`config.mk`:
```
export PLATFORM = sky130hd
export DESIGN_NAME = seq_detect_param
export DESIGN_NICKNAME = d
export VERILOG_FILES = /design/src/rtl/seq_detect_pkg.sv /design/src/rtl/seq_detect_sat_cnt.sv /design/src/rtl/seq_detect_param.sv
export SDC_FILE = /design/constraint.sdc
export NUM_CORES = 1
export LEC_CHECK = 0
export CORE_AREA = 2 2 39 41
export DETAILED_ROUTE_END_ITERATION = 10
export DIE_AREA = 0 0 41 43
export GPL_ROUTABILITY_DRIVEN = 1
export GPL_TIMING_DRIVEN = 0
export SYNTH_ARGS = -nofsm -noshare
export SYNTH_HDL_FRONTEND = slang
export SYNTH_SLANG_ARGS = --single-unit
```
`constraint.sdc`:
```
create_clock -name clk -period 2.48 [get_ports clk]
set_input_delay 0.496 -clock clk [delete_from_list [all_inputs] [get_ports clk]]
set_output_delay 0.496 -clock clk [all_outputs]
set_load 0.05 [all_outputs]
```
`src/rtl/seq_detect_pkg.sv`:
```
// Shared definitions for the parametrised sequence detector: width helper,
// legal pattern-length range and the elaboration-time next-state table builder.
package seq_detect_pkg;

  localparam int PAT_LEN_MIN = 2;
  localparam int PAT_LEN_MAX = 16;
  localparam int ST_W_MAX    = 5;

  // Row k, column b: next state from Sk when bit b is accepted.
  typedef logic [PAT_LEN_MAX:0][1:0][ST_W_MAX-1:0] nxt_tbl_t;

  function automatic int clog2(input int value);
    int r;
    r = 0;
    while ((1 << r) < value) r = r + 1;
    return r;
  endfunction

  // From Sk with bit b appended, the next state is the longest pattern prefix
  // that is also a suffix of (first k pattern bits, b). Row PAT_LEN gives the
  // overlapping failure link; the top reuses row 0 for non-overlapping mode.
  function automatic nxt_tbl_t build_nxt_tbl(input logic [PAT_LEN_MAX-1:0] pattern,
                                             input int pat_len);
    nxt_tbl_t             tbl;
    logic [PAT_LEN_MAX:0] s;
    int                   best;
    logic                 ok;
    tbl = '0;
    if (pat_len < PAT_LEN_MIN || pat_len > PAT_LEN_MAX) return tbl;
    for (int k = 0; k <= PAT_LEN_MAX; k++) begin
      for (int b = 0; b < 2; b++) begin
        if (k <= pat_len) begin
          s = '0;
          for (int i = 0; i < PAT_LEN_MAX; i++) begin
            if (i < k) s[i] = pattern[pat_len-1-i];
          end
          s[k] = (b != 0);
          best = 0;
          for (int j = 1; j <= PAT_LEN_MAX + 1; j++) begin
            if (j <= k + 1 && j <= pat_len) begin
              ok = 1'b1;
              for (int m = 0; m < PAT_LEN_MAX; m++) begin
                if (m < j && pattern[pat_len-1-m] != s[k+1-j+m]) ok = 1'b0;
              end
              if (ok) best = j;
            end
          end
          tbl[k][b] = ST_W_MAX'(best);
        end
      end
    end
    return tbl;
  endfunction

endpackage

```
`src/rtl/seq_detect_sat_cnt.sv`:
```
// Saturating up-counter with synchronous clear and asynchronous active-high reset.
module seq_detect_sat_cnt #(
  parameter int W = 8
) (
  input  logic         clk,
  input  logic         rst,
  input  logic         clear_i,
  input  logic         inc_i,
  output logic [W-1:0] count_o
);

  logic [W-1:0] count_q;
  logic [W-1:0] count_d;

  always_ff @(posedge clk or posedge rst) begin
    if (rst) count_q <= '0;
    else     count_q <= count_d;
  end

  always_comb begin
    count_d = count_q;
    if (clear_i)                     count_d = '0;
    else if (inc_i && count_q != '1) count_d = count_q + W'(1);
  end

  assign count_o = count_q;

endmodule

```
`src/rtl/seq_detect_param.sv`:
```
// Parametrised Moore serial pattern detector tracking the longest matched prefix.
// Optional match counter enabled by defining SEQ_DETECT_COUNT_EN.
module seq_detect_param
  import seq_detect_pkg::*;
#(
  parameter int                 PAT_LEN = 4,
  parameter logic [PAT_LEN-1:0] PATTERN = 4'b1010,
  parameter int                 CNT_W   = 8
) (
  input  logic                           clk,
  input  logic                           rst,
  input  logic                           in_valid,
  input  logic                           din,
  input  logic                           overlap,
  input  logic                           clear,
  output logic                           match,
  output logic [clog2(PAT_LEN+1)-1:0]    progress,
  output logic [CNT_W-1:0]               match_count
);

  localparam int               ST_W    = clog2(PAT_LEN + 1);
  localparam nxt_tbl_t         NXT_TBL = build_nxt_tbl(PAT_LEN_MAX'(PATTERN), PAT_LEN);
  localparam logic [ST_W-1:0]  S_FULL  = ST_W'(PAT_LEN);

  logic [ST_W-1:0]     state_q;
  logic [ST_W-1:0]     state_d;
  logic [ST_W_MAX-1:0] row_idx;
  logic                hit;

  always_ff @(posedge clk or posedge rst) begin
    if (rst) state_q <= '0;
    else     state_q <= state_d;
  end

  // Non-overlapping mode restarts from S0's row once a full match is held.
  always_comb begin
    state_d = state_q;
    row_idx = (state_q == S_FULL && !overlap) ? '0 : ST_W_MAX'(state_q);
    if (clear)         state_d = '0;
    else if (in_valid) state_d = NXT_TBL[row_idx][din][ST_W-1:0];
  end

  always_comb begin
    match    = (state_q == S_FULL);
    progress = state_q;
  end

  assign hit = !clear && in_valid && (state_d == S_FULL);

`ifdef SEQ_DETECT_COUNT_EN
  seq_detect_sat_cnt #(.W(CNT_W)) u_cnt (
    .clk     (clk),
    .rst     (rst),
    .clear_i (clear),
    .inc_i   (hit),
    .count_o (match_count)
  );
`else
  logic unused_hit;
  assign unused_hit  = hit;
  assign match_count = '0;
`endif

endmodule
```
==> impl_metrics.tcl, run 1 <==
set metrics [dict create \
    num_antenna_cells 0 \
    cpPeakStageDelay_ns 0.82 \
    core_region_area_um2 1384 \
    detailroute.wirelength.met3_um 62 \
    post-cts-setup-buffers 0 \
    number_of_detailed_routing_iterations_run_before_antenna_repair 1 \
    clk_root_buffer_cell "sky130_fd_sc_hd__clkbuf_4" \
    cts-root-to-sink-buffers 2 \
    max-vdd-ir-drop_uv 225.3 \
    worstPathCellList "nor3b_2 > clkdlybuf4s50_1" \
    main_combinational_cell_family_by_area_after_synthesis "simple AND/OR/NAND/NOR gates" \
    ioPinCount 18 \
    initial_utilization_pct 17.99 \
    crit_path_end "match" \
    die-area_um2 1763 \
    worst-setup-path-type "reg -> out" \
    rrSetupSlack_ns 1.39 \
    grt_start_max_net_pins 8 \
    timing.critical_path.from "progress[0]$_DFFE_PP0P_" \
    run_status "completed" \
    flop_and_latch_count_out_of_synthesis 3 \
    synth_xor_xnor_area_share_pct 0 \
    ys_top_cells_by_area "sky130_fd_sc_hd__dfrtp_1 30%, sky130_fd_sc_hd__buf_4 24%, sky130_fd_sc_hd__nor3b_2 5.0%, sky130_fd_sc_hd__mux2_2 4.5%, sky130_fd_sc_hd__nand4bb_1 4.5%" \
    worstSetupEndpointType "output port" \
    postSynthCellCount 27 \
    reg2reg_from "progress[1]$_DFFE_PP0P_" \
    synth-edff-count 0 \
    grt_util_all_layers_pct 6.344 \
    final_hold_violating_endpoints 0 \
    path_depth 2 \
    vias_per_cell 3.413 \
    power.total_uw 195.9 \
    synth_fa_ha_area_share_pct 0 \
    setup-violations-final 0 \
    antenna_found_initial 0 \
    die_w_um 41 \
    worst-r2r-cell-count 3 \
    ys.warnings.count 0 \
    detail_route.drc_violations 0 \
    detailroute.via_count 215 \
    yosysMostFrequentCell "sky130_fd_sc_hd__buf_4" \
    critical_path.reg2reg.endpoint "progress[1]$_DFFE_PP0P_" \
    inserted_clock_buffers 3 \
    clkSlewWorstSetupHoldPaths_ns 0.04 \
    post_synth.cell_area_avg_um2 9.222 \
    timing.critical_path.buf_inv 1 \
    rsz0062_at_grt "false" \
    nFillCells 148 \
    initialDrtViolationCount 0 \
    first_global_vias 170 \
    async_reset_ff_share_pct 100.0 \
    syn_area_um2 249.0 \
    flip_flop_count_of_the_largest_register_after_layout 3 \
    yosysSeqAreaShare_pct 30.15 \
    min_path_type "in -> async" \
    h-tree-depth 1 \
    synth.area.mux_share_pct 4.523 \
    p_clk_share_pct 42.9 \
    tns_ns 0 \
    layout.area.seq_um2 75.07 \
    insertion_delay_ns 0.23 \
    cts_num_sinks 3 \
    sequential_power_share_pct 27.0 \
    cts_tree "done" \
    worst-endpoint-required_ns 1.98 \
    dr.max_layer_used "met3" \
    grt_remaining_overflow 0 \
    gate_power_share_pct 30.1 \
    area_delta_synth_final_pct 65.33 \
    synth_top_cell_by_area "sky130_fd_sc_hd__dfrtp_1" \
    dieHeight_um 43 \
    post_cts_sizing 0 \
    timing.critical_path.arrival_ns 1.71 \
    power_density_nw_per_um2 475.9 \
    detail_route.wl_per_cell_um 7.556 \
    timing.critical_path.slowest_stage_cell "sky130_fd_sc_hd__clkdlybuf4s50_1" \
    placed_wire_length_estimate_after_detailed_placement_um 356.9 \
    area_of_the_multi_input_gates_um2 136.4 \
    detail-route-antenna-nets 0 \
    cp_max_fo 7 \
    synth_largest_type_area_fraction_pct 30.15 \
    io_buffers 9 \
    dominantRegCellSynth "sky130_fd_sc_hd__dfrtp_1" \
    num-nets-final 54 \
    synth-simple-area-share_pct 28.64 \
    final.setup_skew_ns 0.001671 \
    fmax_ghz 0.4543 \
    hold_buffers 0 \
    cap_viol_max_count 0 \
    clock_period_minus_final_worst_setup_slack_ns 2.201 \
    num_rows 14 \
    ys_top_cells_by_count "8 x sky130_fd_sc_hd__buf_4, 3 x sky130_fd_sc_hd__dfrtp_1" \
    synth_compound_gate_area_share_pct 9.548 \
    final-max-slew-violation-count 0 \
    net-switching-power_uw 64.45 \
    synth_cell_type_count 18 \
    drt-met1-wl_um 236 \
    drive_above_1_share_pct 29.79 \
    gp_congestion 0.5700 \
    final_min_period_over_clock_period_pct 88.76 \
    internal-power_uw 131.4 \
    grt_first_pass_wirelength_um 696 \
    leakage_uw 0.0001897 \
    worst_setup_path_start_kind "flip-flop" \
    met2_length_um 177 \
    routed_wirelength_um 476 \
    cp_top_family "buffers and inverters" \
    netSwitchingFraction_pct 32.90 \
]
-- per-stage QoR --
stage	setup WS (ns)	area (um^2)	hold slack, ns	instances	util, %
after CTS	0.2574	411.6	0.4246	63	29.75
final	0.2788	411.6	0.4276	63	29.75
after detailed placement	0.5105	385.4	0.6431	59	27.85
after floorplan	0.5494	275.3	0.2496	34	-
after global routing	0.2043	411.6	0.4263	63	29.75
after global placement	0.5215	385.4	0.6379	59	27.85
-- kinds of logic (layout without fill, tap and decap cells) --
family / after synthesis / count (layout)
AOI/OAI and AO/OA: 4 / 4
buffers and inverters: 9 / 22
DFF: 3 / 3
muxes: 1 / 1
other: 1 / 8
and+or+nand+nor: 9 / 9
-- worst min path at each step --
stage | endpoint | slack, ns | depth (start not counted)
2_1_floorplan | progress[0]$_DFFE_PP0P_ | 0.25 | 1
3_3_place_gp | progress[2]$_DFFE_PP0P_ | 0.64 | 2
3_5_place_dp | progress[1]$_DFFE_PP0P_ | 0.64 | 2
4_1_cts | progress[0]$_DFFE_PP0P_ | 0.42 | 2
5_1_grt | progress[2]$_DFFE_PP0P_ | 0.43 | 2
6_report | progress[0]$_DFFE_PP0P_ | 0.43 | 2
-- placed cells by master (no fill, tap or decap), drive strengths merged, types with 2 or more instances in the layout --
cell type      netlist  final
or2b                 2      2
clkbuf               0      4
dfrtp                3      3
conb                 1      8
buf                  8      8
clkdlybuf4s50        0      9
-- metal layers --
metal  up-vias  track usage [%]
li1        118                -
met1        85            9.416
met2        12            5.938
met3         0            4.712
met4         0            4.000
met5         -                0
-- layout make-up --
class	instances	share of cell area (%)
Buffer	8	14.59
Clock buffer	4	6.383
Inverter	1	0.9119
Multi-Input combinational cell	22	33.13
Sequential cell	3	18.24
Tap cell	16	4.863
Timing Repair Buffer	9	21.88
-- power by group through the flow --
stage | logic [uW] | registers (uW) | clock network, uW
after floorplan | 40.7 | 57.6 | 0
after global placement | 58.9 | 53.4 | 0
after detailed placement | 58.8 | 53.5 | 0
after CTS | 58.9 | 52.9 | 88.9
after global routing | 61.9 | 53.1 | 95.8
final | 59.0 | 52.8 | 84.0
No activity file was read; power rests on OpenSTA's default activity.
==> inputs of run 2 (changes only) <==
CAP_MARGIN = 20   (was unset)
==> results of run 2 <==
No change in the layout: final DEF, timing and power equal those of run 1.
==> inputs of run 3 (changes only) <==
GPL_ROUTABILITY_DRIVEN = unset   (was 1)
==> results of run 3 <==
No change in the layout: final DEF, timing and power equal those of run 1.
